<file path="src/rtl/ysyx_23060332_wbu.sv">
`default_nettype none
// ============================================================================
// Module      : ysyx_23060332_wbu
// Description : Writeback unit. Merges result streams from the EXU and the LSU
//               into a single registered register-file write port, and keeps a
//               per-register pending-write scoreboard used by the IDU to stall
//               on RAW/WAW hazards.
//
// Ports
//   clk, rst                 clock and synchronous active-high reset
//   issue_valid / issue_rd   instruction issued by the IDU this cycle
//   exu_valid/ready/rd/data  EXU result handshake (lower priority)
//   lsu_valid/ready/rd/data  LSU load-data handshake (fixed priority)
//   reg_wen/waddr/wdata      register-file write port, one cycle after accept
//   raddr1 / raddr2          IDU source registers checked against scoreboard
//   raw_stall                IDU must hold its issue this cycle
//   busy                     scoreboard, bit n = write to xn still pending
//
// Revision    : 1.0  initial release
// ============================================================================
module ysyx_23060332_wbu #(
  parameter int XLEN = 32
) (
  input  logic            clk,
  input  logic            rst,

  input  logic            issue_valid,
  input  logic [4:0]      issue_rd,

  input  logic            exu_valid,
  output logic            exu_ready,
  input  logic [4:0]      exu_rd,
  input  logic [XLEN-1:0] exu_data,

  input  logic            lsu_valid,
  output logic            lsu_ready,
  input  logic [4:0]      lsu_rd,
  input  logic [XLEN-1:0] lsu_data,

  output logic            reg_wen,
  output logic [4:0]      waddr,
  output logic [XLEN-1:0] wdata,

  input  logic [4:0]      raddr1,
  input  logic [4:0]      raddr2,
  output logic            raw_stall,
  output logic [31:0]     busy
);

  logic            r_wen;
  logic [4:0]      r_waddr;
  logic [XLEN-1:0] r_wdata;
  logic [31:0]     r_busy;

  logic            w_lsu_acc;
  logic            w_exu_acc;
  logic            w_acc;
  logic [4:0]      w_acc_rd;
  logic [XLEN-1:0] w_acc_data;
  logic            w_issue_set;
  logic [31:0]     w_set_mask;
  logic [31:0]     w_clr_mask;
  logic [31:0]     w_busy_next;

  // LSU always wins; the EXU waits (holding its valid) whenever a load is
  // presented in the same cycle.
  assign lsu_ready = 1'b1;
  assign exu_ready = ~lsu_valid;

  assign w_lsu_acc  = lsu_valid;
  assign w_exu_acc  = exu_valid & ~lsu_valid;
  assign w_acc      = w_lsu_acc | w_exu_acc;
  assign w_acc_rd   = w_lsu_acc ? lsu_rd   : exu_rd;
  assign w_acc_data = w_lsu_acc ? lsu_data : exu_data;

  // No bypass: a register being written this cycle still reads busy, so the
  // stall only drops once the scoreboard bit has actually been cleared.
  assign raw_stall = r_busy[raddr1] | r_busy[raddr2] |
                     (issue_valid & r_busy[issue_rd]);

  assign w_issue_set = issue_valid & (issue_rd != 5'd0) & ~raw_stall;
  assign w_set_mask  = w_issue_set ? (32'd1 << issue_rd) : 32'd0;
  assign w_clr_mask  = r_wen ? (32'd1 << r_waddr) : 32'd0;

  // Set is applied after clear so a same-register issue beats a writeback.
  // Bit 0 is forced low because x0 is never a real destination.
  assign w_busy_next = ((r_busy & ~w_clr_mask) | w_set_mask) & ~32'd1;

  always_ff @(posedge clk) begin
    if (rst) begin
      r_wen   <= 1'b0;
      r_waddr <= 5'd0;
      r_wdata <= '0;
      r_busy  <= 32'd0;
    end else begin
      r_busy <= w_busy_next;
      // A write to x0 is swallowed; address/data keep their previous values.
      if (w_acc && (w_acc_rd != 5'd0)) begin
        r_wen   <= 1'b1;
        r_waddr <= w_acc_rd;
        r_wdata <= w_acc_data;
      end else begin
        r_wen   <= 1'b0;
      end
    end
  end

  assign reg_wen = r_wen;
  assign waddr   = r_waddr;
  assign wdata   = r_wdata;
  assign busy    = r_busy;

endmodule
`default_nettype wire

</file>
<file path="config.mk">
export PLATFORM = sky130hd
export DESIGN_NAME = ysyx_23060332_wbu
export DESIGN_NICKNAME = d
export VERILOG_FILES = /design/src/rtl/ysyx_23060332_wbu.sv
export SDC_FILE = /design/constraint.sdc
export NUM_CORES = 1
export LEC_CHECK = 0
export CAP_MARGIN = 20
export CORE_UTILIZATION = 39
export DETAILED_ROUTE_END_ITERATION = 8
export PLACE_DENSITY = 0.83
export SLEW_MARGIN = 30
export SYNTH_ARGS = -nofsm -noshare
export SYNTH_HDL_FRONTEND = slang
export SYNTH_SLANG_ARGS = --single-unit
export TNS_END_PERCENT = 5
</file>
<file path="constraint.sdc">
create_clock -name clk -period 3 [get_ports clk]
set_input_delay 0.6 -clock clk [delete_from_list [all_inputs] [get_ports clk]]
set_output_delay 0.6 -clock clk [all_outputs]
set_load 0.01 [all_outputs]
</file>
Word-level counts from Yosys, hierarchy flattened --
Cells that the tools add are included.
Word-level totals: flip-flop bits (word level) 70, input port bits 94, output and inout bits 73, word-level logic and storage cells 36
Operators by class: magnitude comparators 3, shifts and indexed selects 2, mux-type cells 11, bitwise logic cells 12, reduce and logical (&&, ||, !) cells 3
Operators with widths (number):
- 32-bit 2-to-1 mux | 3
- 1-bit by 5-bit left shift with 32-bit output, first input constant | 2
- 32-bit AND | 1
- 32-bit inverter | 1
- 32-bit OR | 1
- 5-bit by 6-bit less-than comparator with 1-bit output, second input constant | 3
- 1-bit binary-select mux with 5-bit select | 3
- 5-bit nonzero test | 2
- 5-bit 2-to-1 mux | 1
- 1-bit AND | 4
- 1-bit 2-to-1 mux | 4
- 1-bit OR | 3
- 1-bit inverter | 2
- 1-bit logical AND | 1

Logic depth before layout (Yosys ltp) --
Gate-level depths: netlist of run 1.
word-level depth 8, gate-level depth with buffers 9

Worst setup path after synthesis of run 1 --
OpenSTA, ideal clock, no wires.
kind input port to output port, from input issue_rd[0], to output raw_stall, data arrival time 2422 ps, slack -22 ps, stages 8, buffers on the path 2, cell sequence clkbuf_1 -> mux4_2 -> a2bb2oi_1 -> nor4bb_1 -> nor4_1 -> inv_1 -> clkbuf_1 -> a21o_1
On the way: word-level cells in the longest chain between the ends 4
Ends and longest elaborated chain:
- start, declared | line 28 | input logic [4:0] issue_rd,
- 1-bit binary-select mux with 5-bit select | line 79 | (issue_valid & r_busy[issue_rd]);
- 1-bit 2-to-1 mux (not written as such) | line 79
- 1-bit AND | line 79
- 1-bit OR | line 78 | assign raw_stall = r_busy[raddr1] | r_busy[raddr2] |
- end, declared | line 46 | output logic raw_stall,
No other way between the ends. The select of a mux whose other input is x is not followed.

Worst setup path after layout of run 1 --
Ends and elaborated chain as after synthesis.

==> results_dict.tcl, run 1 <==
set metrics [dict create \
    crit_path_max_fanout 15 \
    die-area_um2 10700 \
    grt_max_degree 49 \
    crit_type "in -> out" \
    end_kind "primary output" \
    syn_inst 429 \
    ctsHoldBuffers 0 \
    final_core_util_pct 63.8 \
    drive_above_1_share_pct 17.2 \
    vias_per_cell 5.89 \
    synth_warnings 0 \
    antenna_cells 0 \
    htreeDepth 3 \
    worst-r2r-cell-count 8 \
    async_flop_share_pct 0 \
    synth_nets 523 \
    clock_skew_ns 0.00690 \
    slew_headroom_pct 65.1 \
    synth_area_um2 4020 \
    timing.critical_path.cells "dlygate4sd2_1, buf_4, buf_6, nor2b_2, a2bb2oi_1, nor4bb_1, nor4_2, inv_1, a21o_1, buf_2" \
    yosysTopAreaCellShare_pct 34.3 \
    grt-ovfl-total 0 \
    vias 4438 \
    antenna_found_initial 0 \
    synth_most_common_cell "dfxtp_1" \
    die-height_um 104 \
    ys_types 48 \
    path_clk_slew_ns 0.07 \
    reg2reg_to "busy[20]" \
    cap_violations 0 \
    hold_slack_ns 0.499 \
    insertion_delay_ns 0.35 \
    vdd_drop_max_v 0.000263 \
    netlist.top_cell.by_area "dfxtp_1" \
    avgSynthCellArea_um2 9.37 \
    slowest_delay_ns 0.48 \
    crit_arrival_ns 2.39 \
    initial_core_util_pct 40.8 \
    wire_per_inst_um 19.0 \
    finalCriticalPeriod_ns 2.99 \
    synth_area_leaders "dfxtp_1 34%, mux2i_1 10%, o41ai_1 6.8%" \
    leakage_nw 2.44 \
    hold_class "reg -> reg" \
    place_congestion 0.957 \
    core_area_um2 9860 \
    fmax_mhz 335 \
    seq_area_frac_synth_pct 34.3 \
    synth_edf_count 0 \
    nets 710 \
    grt_pass1_wl_mm 22.2 \
    port_buffers 164 \
    holdPathStages 2 \
    worstSetupStartpointType "input port" \
    cts_tree "yes" \
    postLayoutCellArea_um2 6300 \
    wl_mm 14.3 \
    hold_end "wdata[31]" \
    status "finished, final reports clean" \
    pin_count 167 \
    grtUsageTotal_pct 26.1 \
    antenna_left 0 \
    grt_pass1_vias 4238 \
    syn2layout_area_growth_pct 56.6 \
    period_share_pct 99.6 \
    hold_violations 0 \
    min_from "wdata[31]" \
    cts_buffers 9 \
    drc 0 \
    cpMaxStageDelayCell "nor4bb_1" \
    worstReg2RegStart "busy[31]" \
    rows 36 \
    drtIter0Drc 511 \
    cp.required_ns 2.40 \
    worst_slew_pin_slew_ns 0.521 \
    root_buffer "clkbuf_8" \
    setup_viol 0 \
    clock_path_buffers 2 \
    dpl.hpwl_mm 11.0 \
    final_max_slew_viol_count 0 \
    powerDensity_nw_per_um2 373 \
    post_dp_cell_area_um2 6050 \
    synth_common_cells "69 x dfxtp_1, 49 x nor2_1, 42 x mux2i_1" \
    synth_ff_type "dfxtp_1" \
    drt_first_pass_iters 6 \
    fin_setup_tns_ns 0 \
    reg2reg_slack_ns 0.38 \
    ys_ff_latch 69 \
    power.total_mw 2.35 \
    clkSinkCount 69 \
    dieWidth_um 104 \
]
## cell usage in the layout (no fill, tap or decap), types with 11 or more instances in the layout
cell type,synthesis,layout
clkdlybuf4s50_1,0,152
a211oi_1,35,33
nand2_1,21,21
buf_4,2,51
nor2b_1,12,11
mux4_2,10,13
nor2_1,49,49
nand3_1,22,22
mux2i_1,42,42
o41ai_1,31,31
dfxtp_1,69,69
## where the power goes
part           switching, mW  total, mW  internal (mW)
registers             0.0375       1.00          0.963
logic                  0.274      0.584          0.310
clock network          0.374      0.762          0.388
total                  0.686       2.35           1.66
## state kept, by name (all words and copies together), names as in the netlist
signal / count
waddr: 5
wdata: 32
busy: 31
reg_wen: 1
## area by class of cell
class | count | area (µm²)
fillers | 789 | 3570
multi-input cells | 310 | 2460
repair buffers | 219 | 2060
flip-flops and latches | 69 | 1380
well taps | 133 | 166
clock buffers | 9 | 124
clock inverters | 7 | 75.1
inverters | 7 | 26.3
## layer usage
metal  share of wire, %  global-route usage (%)
met2                 47                    44.1
met4                2.8                    9.01
met3                 11                    6.61
met5                  0                       0
met1                 39                    32.2
## metrics by stage
step	setup WS, ns	cells
floorplan	0.0129	429
global placement	-0.777	736
detailed placement	-0.830	736
CTS	0.00479	755
global route	-0.0655	754
finish	0.0124	754
## worst max path at each step
stage	start	slack (ns)	cells after the start	endpoint
2_1_floorplan	raddr2[1]	0.01	8	raw_stall
3_3_place_gp	raddr2[1]	-0.78	9	raw_stall
3_5_place_dp	raddr2[1]	-0.83	9	raw_stall
4_1_cts	raddr2[1]	0.005	9	raw_stall
5_1_grt	issue_rd[0]	-0.07	10	raw_stall
6_report	issue_rd[0]	0.01	10	raw_stall
## timing repair
action / 4_1_cts / 5_1_grt
gates cloned: 0 / 0
setup buffers: 3 / 0
gates resized for setup: 31 / 11
pin swaps: 3 / 0
setup endpoints to repair: 8 / 1
## logic make-up (layout without fill, tap and decap cells)
logic type	Yosys count	count (layout)	synth area share, %
other	2	2	0.187
DFF	69	69	34.3
AOI/OAI and AO/OA	109	109	22.0
buffers and inverters	50	242	5.63
muxes	62	62	20.7
and+or+nand+nor	137	137	17.1
## worst max-delay path: cells and delay by family
kind / cells / cell delay [ns]
AO/OA/AOI/OAI: 2 / 0.25
AND/OR/NAND/NOR: 3 / 0.74
buffers and inverters: 5 / 0.79
Power figures use the tool's default switching activity.
==> inputs of run 2 (changes only) <==
Settings changed: CAP_MARGIN 20 to default, CORE_ASPECT_RATIO from default to 0.7, GPL_ROUTABILITY_DRIVEN from default to 1.
==> run 2 against run 1 <==
First-iteration DRC count down 33%. Combinational power down 3%. Critical path type unchanged. Critical endpoint unchanged. Final area down 0.52%. Largest cell class unchanged.
==> results_dict.tcl, run 2 (synthesis gave the netlist of run 1 again) <==
set metrics [dict create \
    dpl.hpwl_mm 11.5 \
    syn2layout_area_growth_pct 55.8 \
    core_area_um2 9870 \
    drt_first_pass_iters 5 \
    drc 0 \
    die-height_um 87.0 \
    dp_cells 725 \
    ctsHoldBuffers 0 \
    grt_max_degree 67 \
    drive_above_1_share_pct 14.9 \
    htreeDepth 3 \
    cap_violations 0 \
    clock_path_buffers 2 \
    nets 702 \
    hold_violations 0 \
    antenna_left 0 \
    pin_count 167 \
    crit_type "in -> out" \
    final_max_slew_viol_count 0 \
    cts_buffers 9 \
    insertion_delay_ns 0.33 \
    setup_viol 0 \
    multi_input_area_um2 2430 \
    final_common_cell "clkdlybuf4s50_1" \
    final-seq-area_um2 1380 \
    leakage_nw 2.40 \
    crit_arrival_ns 2.34 \
    initial_core_util_pct 40.7 \
    clkSinkCount 69 \
    status "finished, final reports clean" \
    final_cell_mix "153 x clkdlybuf4s50_1, 69 x dfxtp_1, 49 x nor2_1, 46 x buf_4, 42 x mux2i_1" \
    drtIter0Drc 342 \
    powerDensity_nw_per_um2 412 \
    vdd_drop_max_v 0.000252 \
    port_buffers 164 \
    grt_pass1_vias 4415 \
    crit_path_max_fanout 5 \
    vias 4398 \
    cts_tree "yes" \
    clock_skew_ns 0.00725 \
    die-area_um2 10700 \
    grt-ovfl-total 0 \
    final_core_util_pct 63.4 \
    rsz0062_at_grt "no" \
    worst_slew_pin_slew_ns 0.640 \
    wl_mm 14.9 \
    dieWidth_um 123 \
    grt_pass1_wl_mm 22.7 \
    cp.required_ns 2.40 \
    slew_headroom_pct 57.2 \
    vias_per_cell 5.94 \
    end_kind "primary output" \
    grtUsageTotal_pct 28.3 \
    pre_cts_slack_ns -0.883 \
    final_cells 740 \
    largest_reg_flops 32 \
    period_share_pct 98.1 \
    path_clk_slew_ns 0.05 \
    place_congestion 0.974 \
    antenna_found_initial 0 \
    hold_class "reg -> reg" \
    worstSetupStartpointType "input port" \
    setup_slack_ns 0.0583 \
    rows 30 \
    fmax_mhz 340 \
    root_buffer "clkbuf_16" \
    finalCriticalPeriod_ns 2.94 \
    n_fill_cell 801 \
    wire_per_inst_um 20.2 \
    antenna_cells 0 \
]
==> run 2: changes by cell type in the layout (fill, tap and decap cells not counted), moves of 3 or more <==
| cell | previous run | this run |
|---|---|---|
| buf_4 | 51 | 46 |
| clkbuf_16 | 0 | 9 |
| clkbuf_8 | 9 | 0 |
| clkinv_4 | 3 | 0 |
==> run 2: stage by stage <==
| step | total power, mW | area, µm² | hold WS, ns | setup TNS, ns |
|---|---|---|---|---|
| 3_3_place_gp | 1.57 | 5980 | 0.485 | -11.40 |
| 3_5_place_dp | 1.58 | 5980 | 0.491 | -12.92 |
| 6_report | 2.58 | 6260 | 0.495 | 0 |
| 4_1_cts | 2.59 | 6260 | 0.497 | 0 |
| 5_1_grt | 2.68 | 6260 | 0.512 | 0 |
| 2_1_floorplan | 1.28 | 4030 | 0.512 | 0 |
==> run 2: repair_timing <==
| action | CTS | global route |
|---|---|---|
| buffers inserted | 0 | 0 |
| resized for setup | 32 | 2 |
| pin swaps | 1 | 0 |
| setup endpoints to repair | 31 | 1 |
| cloned | 0 | 0 |
==> run 2: final timing paths <==
check / slack (ns) / cells past startpoint / startpoint / end
max reg2reg: 0.48 / 7 / busy[29] / busy[12]
min: 0.49 / 2 / wdata[14] / wdata[14]
max: 0.06 / 8 / issue_rd[1] / raw_stall
min reg2reg: 0.49 / 2 / wdata[14] / wdata[14]
==> run 2: worst max-delay path, cell delays in order <==
cell and delay [ns]:
clkdlybuf4s15_2 0.28, mux4_2 0.51, nor2_1 0.09, and3b_1 0.18
nor4_1 0.27, inv_1 0.09, a21o_1 0.18, buf_2 0.13
==> run 2: area by class of cell <==
class / count / area share, %
inverters: 7 / 0.419
clock buffers: 10 / 3.66
clock inverters: 5 / 0.839
repair buffers: 211 / 31.7
well taps: 128 / 2.56
multi-input cells: 310 / 38.8
flip-flops and latches: 69 / 22.1
==> run 2: layer usage <==
metal | routed length (µm) | GRT usage (%)
met4 | 541 | 12.5
met5 | 0 | 0
met2 | 6940 | 47.2
met1 | 5890 | 34.4
met3 | 1540 | 7.26
==> run 2: where the power goes <==
part           internal [mW]  switching (mW)
clock network          0.634           0.380
registers              0.965          0.0405
logic                  0.300           0.265
total                   1.90           0.685
